## src/rtl/xbus_decoder_pkg.sv

```systemverilog
// Shared definitions for the xbus data-address decoder: FSM state encoding,
// default bus widths and the standard trap select value.
package xbus_decoder_pkg;

  localparam int XBUS_N_SLV      = 4;
  localparam int XBUS_DATA_W     = 32;
  localparam int XBUS_SEL_ADDR_W = 4;

  // Select value that raises a trap instead of reaching a slave
  localparam logic [XBUS_SEL_ADDR_W-1:0] XBUS_TRAP_BASE = 4'hF;

  typedef enum logic [1:0] {
    ST_IDLE,
    ST_ACCESS,
    ST_RESP
  } xbus_state_e;

endpackage

```

## src/rtl/xbus_decoder_if.sv

```systemverilog
// Controller-side request/response bus plus the decoded slave channels.
// "slave" is the decoder's view; "master" is the controller/slave-array view.
interface xbus_decoder_if
  import xbus_decoder_pkg::*;
#(
  parameter int N_SLV      = XBUS_N_SLV,
  parameter int DATA_W     = XBUS_DATA_W,
  parameter int SEL_ADDR_W = XBUS_SEL_ADDR_W
);

  logic                    req_valid;
  logic [SEL_ADDR_W-1:0]   req_addr;
  logic                    req_ready;
  logic                    rsp_valid;
  logic [DATA_W-1:0]       rsp_data;
  logic                    rsp_err;
  logic [SEL_ADDR_W-1:0]   err_addr;
  logic                    trap;
  logic [N_SLV-1:0]        slv_sel;
  logic [N_SLV-1:0]        slv_ready;
  logic [N_SLV*DATA_W-1:0] slv_rdata;

  modport slave (
    input  req_valid, req_addr, slv_ready, slv_rdata,
    output req_ready, rsp_valid, rsp_data, rsp_err, err_addr, trap, slv_sel
  );

  modport master (
    output req_valid, req_addr, slv_ready, slv_rdata,
    input  req_ready, rsp_valid, rsp_data, rsp_err, err_addr, trap, slv_sel
  );

endinterface

```

## src/rtl/xbus_sel_enc.sv

```systemverilog
// Combinational select encoder: compares an address select field against
// every slave base and returns hit, a one-hot match and the binary index.
// When several bases match, the lowest slave index wins.
module xbus_sel_enc #(
  parameter int N_SLV      = 4,
  parameter int SEL_ADDR_W = 4,
  parameter int IDX_W      = (N_SLV > 1) ? $clog2(N_SLV) : 1
) (
  input  logic [SEL_ADDR_W-1:0]       addr,
  input  logic [N_SLV*SEL_ADDR_W-1:0] slv_base,
  output logic                        hit,
  output logic [N_SLV-1:0]            match,
  output logic [IDX_W-1:0]            idx
);

  // Scan from the top index down so the last (lowest) match overrides
  always_comb begin
    hit   = 1'b0;
    match = '0;
    idx   = '0;
    for (int i = N_SLV - 1; i >= 0; i--) begin
      if (slv_base[i*SEL_ADDR_W +: SEL_ADDR_W] == addr) begin
        hit      = 1'b1;
        match    = '0;
        match[i] = 1'b1;
        idx      = IDX_W'(i);
      end
    end
  end

endmodule

```

## src/rtl/xbus_decoder.sv

```systemverilog
// Registered data-address decoder. Routes a controller access to one of
// N_SLV slaves (one-hot select held until that slave is ready), raises a
// one-cycle trap on TRAP_BASE, and answers unmapped selects with an error
// response while capturing the offending address in sticky err_addr.
// Optional build macro XBUS_TIMEOUT_EN: aborts an access with an error
// after TIMEOUT cycles without the selected slave becoming ready.
module xbus_decoder
  import xbus_decoder_pkg::*;
#(
  parameter int                              N_SLV      = XBUS_N_SLV,
  parameter int                              DATA_W     = XBUS_DATA_W,
  parameter int                              SEL_ADDR_W = XBUS_SEL_ADDR_W,
  parameter logic [N_SLV*SEL_ADDR_W-1:0]     SLV_BASE   = {4'd3, 4'd2, 4'd1, 4'd0},
  parameter logic [SEL_ADDR_W-1:0]           TRAP_BASE  = XBUS_TRAP_BASE,
  parameter int                              TIMEOUT_W  = 8,
  parameter int                              TIMEOUT    = 255
) (
  input logic           clk,
  input logic           rst,
  xbus_decoder_if.slave bus
);

  localparam int IDX_W = (N_SLV > 1) ? $clog2(N_SLV) : 1;

  xbus_state_e           state_q;
  logic                  req_ready_q;
  logic                  rsp_valid_q;
  logic [DATA_W-1:0]     rsp_data_q;
  logic                  rsp_err_q;
  logic [SEL_ADDR_W-1:0] err_addr_q;
  logic                  trap_q;
  logic [N_SLV-1:0]      slv_sel_q;
  logic [SEL_ADDR_W-1:0] addr_q;
  logic [IDX_W-1:0]      sel_idx_q;

  logic                  dec_hit;
  logic [N_SLV-1:0]      dec_match;
  logic [IDX_W-1:0]      dec_idx;
  logic                  ready_sel;
  logic [DATA_W-1:0]     rdata_sel;

`ifdef XBUS_TIMEOUT_EN
  logic [TIMEOUT_W-1:0]  tmo_cnt;
`else
  logic                  unused_cfg;
  assign unused_cfg = ^{addr_q, 32'(TIMEOUT), 32'(TIMEOUT_W)};
`endif

  xbus_sel_enc #(
    .N_SLV      (N_SLV),
    .SEL_ADDR_W (SEL_ADDR_W),
    .IDX_W      (IDX_W)
  ) u_sel_enc (
    .addr     (bus.req_addr),
    .slv_base (SLV_BASE),
    .hit      (dec_hit),
    .match    (dec_match),
    .idx      (dec_idx)
  );

  // Pick ready and read data of the latched slave only; others are ignored
  always_comb begin
    ready_sel = 1'b0;
    rdata_sel = '0;
    for (int i = 0; i < N_SLV; i++) begin
      if (sel_idx_q == IDX_W'(i)) begin
        ready_sel = bus.slv_ready[i];
        rdata_sel = bus.slv_rdata[i*DATA_W +: DATA_W];
      end
    end
  end

  // Decoder FSM with registered outputs: IDLE -> (ACCESS) -> RESP -> IDLE
  always_ff @(posedge clk) begin
    if (rst) begin
      state_q     <= ST_IDLE;
      req_ready_q <= 1'b1;
      rsp_valid_q <= 1'b0;
      rsp_data_q  <= '0;
      rsp_err_q   <= 1'b0;
      err_addr_q  <= '0;
      trap_q      <= 1'b0;
      slv_sel_q   <= '0;
`ifdef XBUS_TIMEOUT_EN
      tmo_cnt     <= '0;
`endif
    end else begin
      trap_q <= 1'b0;
      case (state_q)
        ST_IDLE: begin
          if (bus.req_valid) begin
            addr_q      <= bus.req_addr;
            req_ready_q <= 1'b0;
            if (dec_hit) begin
              state_q   <= ST_ACCESS;
              slv_sel_q <= dec_match;
              sel_idx_q <= dec_idx;
`ifdef XBUS_TIMEOUT_EN
              tmo_cnt   <= '0;
`endif
            end else begin
              state_q     <= ST_RESP;
              rsp_valid_q <= 1'b1;
              rsp_data_q  <= '0;
              if (bus.req_addr == TRAP_BASE) begin
                trap_q    <= 1'b1;
                rsp_err_q <= 1'b0;
              end else begin
                rsp_err_q  <= 1'b1;
                err_addr_q <= bus.req_addr;
              end
            end
          end
        end
        ST_ACCESS: begin
          if (ready_sel) begin
            slv_sel_q   <= '0;
            rsp_valid_q <= 1'b1;
            rsp_data_q  <= rdata_sel;
            rsp_err_q   <= 1'b0;
            state_q     <= ST_RESP;
          end
`ifdef XBUS_TIMEOUT_EN
          else begin
            tmo_cnt <= tmo_cnt + 1'b1;
            if (tmo_cnt == TIMEOUT_W'(TIMEOUT - 1)) begin
              slv_sel_q   <= '0;
              rsp_valid_q <= 1'b1;
              rsp_data_q  <= '0;
              rsp_err_q   <= 1'b1;
              err_addr_q  <= addr_q;
              state_q     <= ST_RESP;
            end
          end
`endif
        end
        ST_RESP: begin
          rsp_valid_q <= 1'b0;
          req_ready_q <= 1'b1;
          state_q     <= ST_IDLE;
        end
        default: begin
          state_q     <= ST_IDLE;
          req_ready_q <= 1'b1;
          rsp_valid_q <= 1'b0;
          slv_sel_q   <= '0;
        end
      endcase
    end
  end

  assign bus.req_ready = req_ready_q;
  assign bus.rsp_valid = rsp_valid_q;
  assign bus.rsp_data  = rsp_data_q;
  assign bus.rsp_err   = rsp_err_q;
  assign bus.err_addr  = err_addr_q;
  assign bus.trap      = trap_q;
  assign bus.slv_sel   = slv_sel_q;

endmodule

```

## src/flat_wrapper.sv

```systemverilog
// flat-port wrapper written by rule: the top's interface ports become plain ports
module xbus_decoder_flat import xbus_decoder_pkg::*;
#(
  parameter int                              N_SLV      = XBUS_N_SLV,
  parameter int                              DATA_W     = XBUS_DATA_W,
  parameter int                              SEL_ADDR_W = XBUS_SEL_ADDR_W,
  parameter logic [N_SLV*SEL_ADDR_W-1:0]     SLV_BASE   = {4'd3, 4'd2, 4'd1, 4'd0},
  parameter logic [SEL_ADDR_W-1:0]           TRAP_BASE  = XBUS_TRAP_BASE,
  parameter int                              TIMEOUT_W  = 8,
  parameter int                              TIMEOUT    = 255
)
  (clk, rst, bus_req_valid, bus_req_addr, bus_slv_ready, bus_slv_rdata, bus_req_ready, bus_rsp_valid, bus_rsp_data, bus_rsp_err, bus_err_addr, bus_trap, bus_slv_sel);
  xbus_decoder_if #(.N_SLV(N_SLV), .DATA_W(DATA_W), .SEL_ADDR_W(SEL_ADDR_W)) bus_i ();
  input logic clk;
  input logic rst;
  input wire logic [$bits(bus_i.req_valid)-1:0] bus_req_valid;
  input wire logic [$bits(bus_i.req_addr)-1:0] bus_req_addr;
  input wire logic [$bits(bus_i.slv_ready)-1:0] bus_slv_ready;
  input wire logic [$bits(bus_i.slv_rdata)-1:0] bus_slv_rdata;
  output wire logic [$bits(bus_i.req_ready)-1:0] bus_req_ready;
  output wire logic [$bits(bus_i.rsp_valid)-1:0] bus_rsp_valid;
  output wire logic [$bits(bus_i.rsp_data)-1:0] bus_rsp_data;
  output wire logic [$bits(bus_i.rsp_err)-1:0] bus_rsp_err;
  output wire logic [$bits(bus_i.err_addr)-1:0] bus_err_addr;
  output wire logic [$bits(bus_i.trap)-1:0] bus_trap;
  output wire logic [$bits(bus_i.slv_sel)-1:0] bus_slv_sel;
  assign bus_i.req_valid = bus_req_valid;
  assign bus_i.req_addr = bus_req_addr;
  assign bus_i.slv_ready = bus_slv_ready;
  assign bus_i.slv_rdata = bus_slv_rdata;
  assign bus_req_ready = bus_i.req_ready;
  assign bus_rsp_valid = bus_i.rsp_valid;
  assign bus_rsp_data = bus_i.rsp_data;
  assign bus_rsp_err = bus_i.rsp_err;
  assign bus_err_addr = bus_i.err_addr;
  assign bus_trap = bus_i.trap;
  assign bus_slv_sel = bus_i.slv_sel;
  xbus_decoder #(.N_SLV(N_SLV), .DATA_W(DATA_W), .SEL_ADDR_W(SEL_ADDR_W), .SLV_BASE(SLV_BASE), .TRAP_BASE(TRAP_BASE), .TIMEOUT_W(TIMEOUT_W), .TIMEOUT(TIMEOUT)) u_core (.clk(clk), .rst(rst), .bus(bus_i));
endmodule
```

## config.mk

```make
export PLATFORM = sky130hd
export DESIGN_NAME = xbus_decoder_flat
export DESIGN_NICKNAME = d
export VERILOG_FILES = /design/src/rtl/xbus_decoder_pkg.sv /design/src/rtl/xbus_decoder_if.sv /design/src/rtl/xbus_sel_enc.sv /design/src/rtl/xbus_decoder.sv /design/src/flat_wrapper.sv
export SDC_FILE = /design/constraint.sdc
export NUM_CORES = 1
export LEC_CHECK = 0
export CAP_MARGIN = 5
export CORE_ASPECT_RATIO = 1.2
export CORE_UTILIZATION = 39
export CTS_BUF_LIST = sky130_fd_sc_hd__clkbuf_8 sky130_fd_sc_hd__clkbuf_16
export CTS_CLUSTER_SIZE = 40
export DETAILED_ROUTE_END_ITERATION = 6
export PLACE_DENSITY = 0.95
export SLEW_MARGIN = 20
export SYNTH_ARGS = -nofsm -noshare
export SYNTH_HDL_FRONTEND = slang
export SYNTH_SLANG_ARGS = --single-unit
```

## constraint.sdc

```tcl
create_clock -name clk -period 3.1 [get_ports clk]
set_input_delay 0.31 -clock clk [delete_from_list [all_inputs] [get_ports clk]]
set_output_delay 0.31 -clock clk [all_outputs]
set_load 0.02 [all_outputs]
```

---- Word-level counts from Yosys, hierarchy flattened ----
Cells that the tools add are included.
operators by class
  multiplexer cells ....................... 43
  eq/ne operators ......................... 13
  reduce and logical (&&, ||, !) cells .... 13
  bitwise gates (word level) .............. 7
operators with widths
  kind                                                                     number
  32-bit two-way mux                                                       7
  32-bit one-hot mux with 2 select lines                                   1
  4-bit two-way mux                                                        7
  1-bit two-way mux                                                        18
  4-bit AND reduction                                                      4
  4-bit one-hot mux with 3 select lines                                    1
  2-bit two-way mux                                                        5
  2-bit by 4-bit == test with 1-bit output, first input constant           2
  1-bit NOT                                                                7
  2-bit == test, second input constant                                     3
  1-bit one-hot mux with 2 select lines                                    3
  1-bit by 4-bit == test with 1-bit output, first input constant           1
  2-bit by 1-bit == test with 1-bit output, second input constant          2
  4-bit == test, second input constant                                     1
  2-bit logical NOT                                                        2
  4-bit logical NOT                                                        1
  2-bit by 1-bit inequality test with 1-bit output, second input constant  2
  2-bit inequality test, second input constant                             2
  2-bit one-hot mux with 2 select lines                                    1
  2-bit AND reduction                                                      2
  4-bit OR reduction                                                       1
  3-bit AND reduction                                                      1
  2-bit nonzero test                                                       1
  2-bit OR reduction                                                       1
storage, ports and cells
  bits of input ports ..................... 139
  bits in registers ....................... 48
  output and inout port bits .............. 44
  logic and storage cells ................. 86

---- Depth between registers and ports, before layout ----
  depth in word-level cells ............... 8
  mapped depth ............................ 6
  gate-level depth less buffers ........... 4

---- Cells and area by module ----
Synthesis repeated with hierarchy kept, for this count alone.
unflattened totals
  cell total of the unflattened synthesis .. 252
  area total of the unflattened synthesis .. 2,844.0 sq um
by module, submodules not included
  module        cells an instance  sequential area each (sq um)  times used  area an instance (sq um)
  xbus_decoder  223                980.9                         1           2,605.0
  xbus_sel_enc  29                 0.0                           1           239.0

---- Worst setup path before layout ----
OpenSTA, ideal clock, no wires.
  path kind ............................... register to register
  start ................................... register u_core.sel_idx_q[0]
  end ..................................... register u_core.rsp_data_q[10] (netlist: u_core.bus.rsp_data[10])
  required time ........................... 2.983 ns
  arrival time ............................ 1.513 ns
  cell stages (with the launch flop) ...... 5
  setup slack ............................. 1.469 ns
  path buffers ............................ 2
  library setup time ...................... 0.117 ns
  clock period less this slack ............ 1.631 ns
  cells stage by stage .................... edfxtp_1 -> buf_4 -> buf_2 -> mux4_2 -> a32o_1
on the way
  word-level cells in the longest chain between the ends .. 7
  elaborated cells on any way between the ends .. 16
  classes of those cells .................. eq/ne (4); mux (10); reduce/logical (2)
RTL lines
  what                                                                                                            RTL line             RTL
  from (decl)                                                                                                     xbus_decoder.sv:34   logic [IDX_W-1:0] sel_idx_q;
  from (signal assigned)                                                                                          xbus_decoder.sv:97   sel_idx_q <= dec_idx;
  2-bit logical NOT                                                                                               xbus_decoder.sv:66   if (sel_idx_q == IDX_W'(i)) begin
  1-bit two-way mux / 32-bit two-way mux (equally long branches) (4 in series)                                    xbus_decoder.sv:66
  2-bit by 1-bit inequality test with 1-bit output (no source line) / 32-bit two-way mux (equally long branches)  n/a
  4-bit AND reduction (no source line) / 32-bit one-hot mux with 2 select lines (equally long branches)           n/a
  to (signal assigned)                                                                                            xbus_decoder.sv:119  rsp_data_q <= rdata_sel;
  to (decl)                                                                                                       xbus_decoder.sv:28   logic [DATA_W-1:0] rsp_data_q;
Several ways; a longest one is shown, not always the timed one. The select of a mux whose other input is x is not followed.
A chain may end at the register's enable or synchronous reset.

---- Worst setup path in the final report ----
  start ................................... register u_core.state_q[1]
  end ..................................... register u_core.rsp_data_q[17] (netlist: u_core.bus.rsp_data[17])
on the way
  word-level cells in the longest chain between the ends .. 3
  elaborated cells on any way between the ends .. 8
  classes of those cells .................. eq/ne (4); mux (1); reduce/logical (3)
RTL lines
  what                                                                                             RTL line             RTL
  from (decl)                                                                                      xbus_decoder.sv:25   xbus_state_e state_q;
  from (signal assigned)                                                                           xbus_decoder.sv:76   state_q <= ST_IDLE;
  from (signal assigned)                                                                           xbus_decoder.sv:95   state_q <= ST_ACCESS;
  from (signal assigned)                                                                           xbus_decoder.sv:102  state_q <= ST_RESP;
  2-bit by 1-bit == test with 1-bit output / 2-bit logical NOT (equally long branches)             xbus_decoder.sv:89   case (state_q)
  2-bit by 1-bit inequality test with 1-bit output (no source line), or another cell as far along  n/a
  4-bit AND reduction (no source line)                                                             n/a
Several ways; a longest one is shown, not always the timed one.

==> out/results.txt <==
Largest area contributor in the netlist: dfxtp_1
MaxCap Viol Count: 0
Largest net degree at the start of global routing: 33
Area contributors post-synth: dfxtp_1 34%, mux4_2 26%, mux2i_1 9.9%, nand2b_1 5.2%, a32o_1 4.4%
Layout cells sized above 1: 0.1287
Cell Area, Synth: 2743 um2
Reg2Reg Launch Point: u_core.state_q[1]
Via count: 2642
Postcts setup bufs: 0
Clk pwr share: 0.299
Final ANT Viol Nets: 0
Async S/R FF share, synth: 0
Synth Register Bits: 48
Filler Cell Count: 524
Area of the multi-input gates: 1650 um2
DRT iter0 DRCs: 77
Final Hold Fails: 0
Vias per cell: 5.381
CTS tree: yes
Main synth FF type: dfxtp_1
Synth Instances: 230
CTS sink count: 48
Setup TNS: 0 ps
Count of cell types in the netlist: 37
Register Area: 980.9 um2
Flop pwr share: 0.443
Pint: 0.001128 W
Yosys top cell area share: 0.3358
Core Area: 6813 um2
Top-Level Pins: 183
Post-synthesis sequential area ratio: 0.3577
Deepest clock path buffer count: 2
Final worst path period share: 0.7915
Min-Delay Endpoint: u_core.bus.err_addr[3]
Reg2Reg Depth: 4
GPL Wtd Cong: 0.7844
Antenna Cells: 0
Fmax: 0.4076 GHz
R2R Setup Slk: 650 ps
Nets@finish: 542
Die Area: 7373 um2
Worst path required time: 3310 ps
Yosys warning total: 0
# setup viols final: 0
Worst slew pin tran: 709.4 ps
Clk slew on worst S/H paths: 90 ps
Worst EP arrival: 2660 ps
GRT Util Overall: 0.2414
Initial Util: 0.4026
Initial antenna violation count: 0
Hold crit path type: register to register
Reg2reg end: u_core.bus.rsp_data[17]
Most common cell in the netlist: dfxtp_1
Slew HR: 0.5265
Placed Instances: 483
Outcome: finished, final reports clean
Worst IR Drop VDD: 0.2263 mV
Die Span Y: 93.86 um
Switch share: 0.2306
Die Width: 78.55 um
DPL Wire Length: 6906 um
FP Rows: 33
Drt first pass iters: 4
Root buf cell: clkbuf_8
First-pass GRT wire length: 13680 um
RSZ-0062 raised after global routing: no
Syn nets: 369
Syn Area/Cell: 11.92 um2
Final slew viol count: 0
Hold_sp: u_core.bus.err_addr[3]
NetSw: 0.0003379 W
Final min period: 2454 ps
Post-CTS Hold Buffers: 0
Gate power share: 0.257
Grt ovf: 0
Setup CP Type: register to register
Fin util: 0.6915
CTS Buf Count: 5
Routed length per instance: 17.69 um
Hold path depth: 2
Non-Filler Instances: 491
Post-route DRC: 0
Post-cts repair resize count: 0
Number of flops mapped to enable cells by yosys: 2
Post-synth top cells: 46 x dfxtp_1, 32 x mux4_2, 27 x mux2i_1
Crit-path max FO: 21
WL final: 8684 um
I/O Buffers: 182
Clk Latency, worst-skew pair: 290 ps
Leak: 1.754 nW
Critical path endpoint category: register
Area Growth Syn to Fin: 71.76%
Worst setup SP type: register
H-tree levels: 2
Pwr Density: 311.1 nW/um2
Vias in the first global route: 2887
Clk_skew: 4.764 ps
-- registers in the layout, summed over array words and instances, names as in the netlist --
| signal | flops |
|---|---|
| u_core.bus.err_addr | 4 |
| u_core.bus.req_ready | 1 |
| u_core.bus.rsp_data | 32 |
| u_core.bus.rsp_err | 1 |
| u_core.bus.rsp_valid | 1 |
| u_core.bus.slv_sel | 4 |
| u_core.bus.trap | 1 |
| u_core.sel_idx_q | 2 |
| u_core.state_q | 2 |
-- per-layer routing --
layer | track usage | up-vias | share of wire
li1 | - | 1218 | -
met1 | 0.2644 | 1298 | 0.38
met2 | 0.4616 | 108 | 0.55
met3 | 0.04757 | 18 | 0.054
met4 | 0.07099 | 0 | 0.021
met5 | 0 | - | 0
-- worst max-delay path: stages, from the launching register on --
cell and delay, ps:
dfxtp_1 600, and3b_1 260, a22oi_4 450, nand3_2 680
mux2i_1 360
-- power groups by stage --
stage | clock network [W] | registers (W) | logic (W)
after floorplan | 0 | 0.000674 | 0.000144
after global routing | 0.000478 | 0.000652 | 0.000400
after detailed placement | 0 | 0.000664 | 0.000377
after global placement | 0 | 0.000663 | 0.000367
after CTS | 0.000454 | 0.000650 | 0.000379
final | 0.000439 | 0.000650 | 0.000377
-- cells in the final DEF (no fill, tap or decap), drive strengths merged, types with 3 or more instances in the layout --
master,instances
a21oi,4
clkdlybuf4s50,182
nor3,3
nand2,24
a32o,12
dfxtp,46
mux4,32
nand3,5
mux2i,27
buf,5
nand2b,23
nor2,6
nor3b,3
clkbuf,5
-- through the flow --
step                setup slack [ps]  total power [W]  hold slack [ps]  instance area [um2]
detailed placement             515.7         0.001041            454.5                 4603
CTS                            606.1         0.001482            475.6                 4711
global placement               603.2         0.001030            447.5                 4603
global route                   435.2         0.001530            481.2                 4711
finish                         646.3         0.001465            471.0                 4711
floorplan                       1469        0.0008175            453.9                 2743
-- layout make-up --
cell class,count,share of cell area
timing repair buffer,187,0.3947
multi-input combinational,160,0.3503
sequential,48,0.2082
tap,87,0.02311
clock buffer,5,0.01461
clock inverter,3,0.008234
inverter,1,0.0007968
-- worst max path at each step --
stage,slack (ps),cells after the start,from,to
floorplan,1470,4,u_core.sel_idx_q[0],u_core.bus.rsp_data[10]
global placement,600,5,bus_slv_ready[1],u_core.bus.rsp_err
detailed placement,520,5,bus_slv_ready[1],u_core.bus.rsp_data[14]
CTS,610,4,u_core.state_q[1],u_core.bus.rsp_data[14]
global route,440,4,u_core.state_q[1],u_core.bus.rsp_data[14]
finish,650,4,u_core.state_q[1],u_core.bus.rsp_data[17]
-- cell families after synthesis --
family | count (synthesis) | share of synthesized area
flip-flops | 48 | 0.3577
AND/OR/NAND/NOR | 77 | 0.1588
buffers and inverters | 22 | 0.04242
multiplexers | 59 | 0.3613
AO/OA/AOI/OAI | 24 | 0.07984
No activity file was read; power rests on OpenSTA's default activity.
==> RTL change, RTL diff (same flow settings) <==
Re-encode `xbus_state_e` (3 states) as one-hot, 3 bits wide.
--- a/src/rtl/xbus_decoder_pkg.sv
+++ b/src/rtl/xbus_decoder_pkg.sv
@@ -9,10 +9,10 @@
   // Select value that raises a trap instead of reaching a slave
   localparam logic [XBUS_SEL_ADDR_W-1:0] XBUS_TRAP_BASE = 4'hF;
 
-  typedef enum logic [1:0] {
-    ST_IDLE,
-    ST_ACCESS,
-    ST_RESP
+  typedef enum logic [2:0] {
+    ST_IDLE   = 3'b001,
+    ST_ACCESS = 3'b010,
+    ST_RESP   = 3'b100
   } xbus_state_e;
 
 endpackage
Check against the original RTL: same outputs for any inputs over 10 cycles, from zero or initial values and one cycle with rst high; not proved beyond that.
==> RTL change against the original RTL <==
Hold slack gained 16 ps. Area after synthesis shrank 9.5%. Maximum frequency grew 21%. First-iteration DRC count shrank 45%. Sequential cell count grew 1. Power shrank 7.3%. Combinational power shrank 10%. Final area shrank 6.2%. Worst setup slack gained 430 ps. Global-route usage grew 0.80 points. Sequential power grew 0.9%. Wire length shrank 2.1%. Utilization grew 3.4 points. Largest cell class unchanged. Highest routed layer unchanged.
==> RTL change: results (changes against the original RTL) <==
The highest-delay cell along the critical path is sky130_fd_sc_hd__clkdlybuf4s50_1. The total via count in the routed design was 2446 (-7.4%). The run gives 42 (-45%) as the violation count after the first detailed-routing iteration. The tools report the standby leakage power as 1.595 nW (-9.0%). The family with the most delay on the worst path is buffers and inverters. The proportion of layout cells with a drive suffix above 1 is 13.54% (+0.66 points), and the met3 wire length is 676 um (+43%). Yosys attributes the largest share of cell area to sky130_fd_sc_hd__dfxtp_1 38%, sky130_fd_sc_hd__mux4_2 30%, sky130_fd_sc_hd__a22o_1 12%, sky130_fd_sc_hd__edfxtp_1 2.4%, sky130_fd_sc_hd__buf_6 1.8%.

The wire length on met2 was 4.666 mm (-2.0%); the sequential area share after synthesis was 40.32% (+4.6 points). Clock power share: 26.8% (-3.1 points). The run gives 8.504 mm (-2.1%) as the wire length after detailed routing. The startpoint identified for the worst register-to-register timing path is u_core.sel_idx_q[0]. Worst slack at placement: 613.9 ps (+98.20 ps). The tools report the number of nets produced by synthesis as 325 (-12%).

The power per cell area was 307.4 mW/mm2 (-1.2%); the actual slew at the worst max-slew pin was 630.0 ps (-79.34 ps). In the synthesized netlist, the cells that appear most often are 47 x sky130_fd_sc_hd__dfxtp_1, 34 x sky130_fd_sc_hd__a22o_1, 33 x sky130_fd_sc_hd__mux4_2. For the share of power burned in registers, the log shows 48.3% (+4.0 points). The flow ran to the end, and the final reports show no timing, DRC or antenna violations.

The count of cell types in the netlist is 30 (-19%), and the cell total after placement is 436 (-9.7%). The maximum fanout count along the critical path came out at 32 (+52%). The required time of the critical path was 3330 ps (+20 ps). The number of filler instances in the final layout came out at 453 (-14%). The first-pass GRT wire length came out at 12.34 mm (-9.8%).
==> RTL change: worst paths after layout <==
check	cells after the start	slack, ps	end
worst min register to register	1	490	u_core.bus.rsp_data[0]
worst max register to register	4	1200	u_core.bus.rsp_data[2]
worst max-delay path	6	1080	u_core.bus.rsp_data[2]
worst min-delay path	1	490	u_core.bus.rsp_data[0]
==> RTL change: final cells by class <==
class | count | area share [%]
tap | 82 | 2.322
inverter | 3 | 0.2549
clock buffer | 5 | 1.558
clock inverter | 3 | 0.4248
timing repair buffer | 185 | 41.74
sequential | 49 | 22.66
multi-input combinational | 117 | 31.04
==> RTL change: cells by family (layout without fill, tap and decap cells) <==
group                  count (synthesis)  after routing  synth area share, %
multiplexers                          33             33                29.94
AND/OR/NAND/NOR                       34             34                7.107
flip-flops                            49             49                40.32
AO/OA/AOI/OAI                         50             50                18.15
buffers and inverters                 20            196                4.486
==> RTL change: worst register-to-register path: stages (launching register included) <==
cell,delay [ps]
sky130_fd_sc_hd__edfxtp_1,380
sky130_fd_sc_hd__mux4_2,570
sky130_fd_sc_hd__a311oi_4,270
sky130_fd_sc_hd__buf_4,380
sky130_fd_sc_hd__a22o_1,240
==> RTL change: layer usage <==
metal  vias to the layer above  GRT usage [%]
li1                       1104              -
met3                        20          6.426
met4                         0          8.919
met1                      1198          25.98
met2                       124          47.42
met5                         -              0
==> RTL change: stage by stage <==
stage,power (W),hold WS [ps]
2_1_floorplan,0.0007923,426.7
3_3_place_gp,0.0009947,459.3
3_5_place_dp,0.001006,462.1
4_1_cts,0.001367,488.4
5_1_grt,0.001415,507.0
6_report,0.001358,486.9
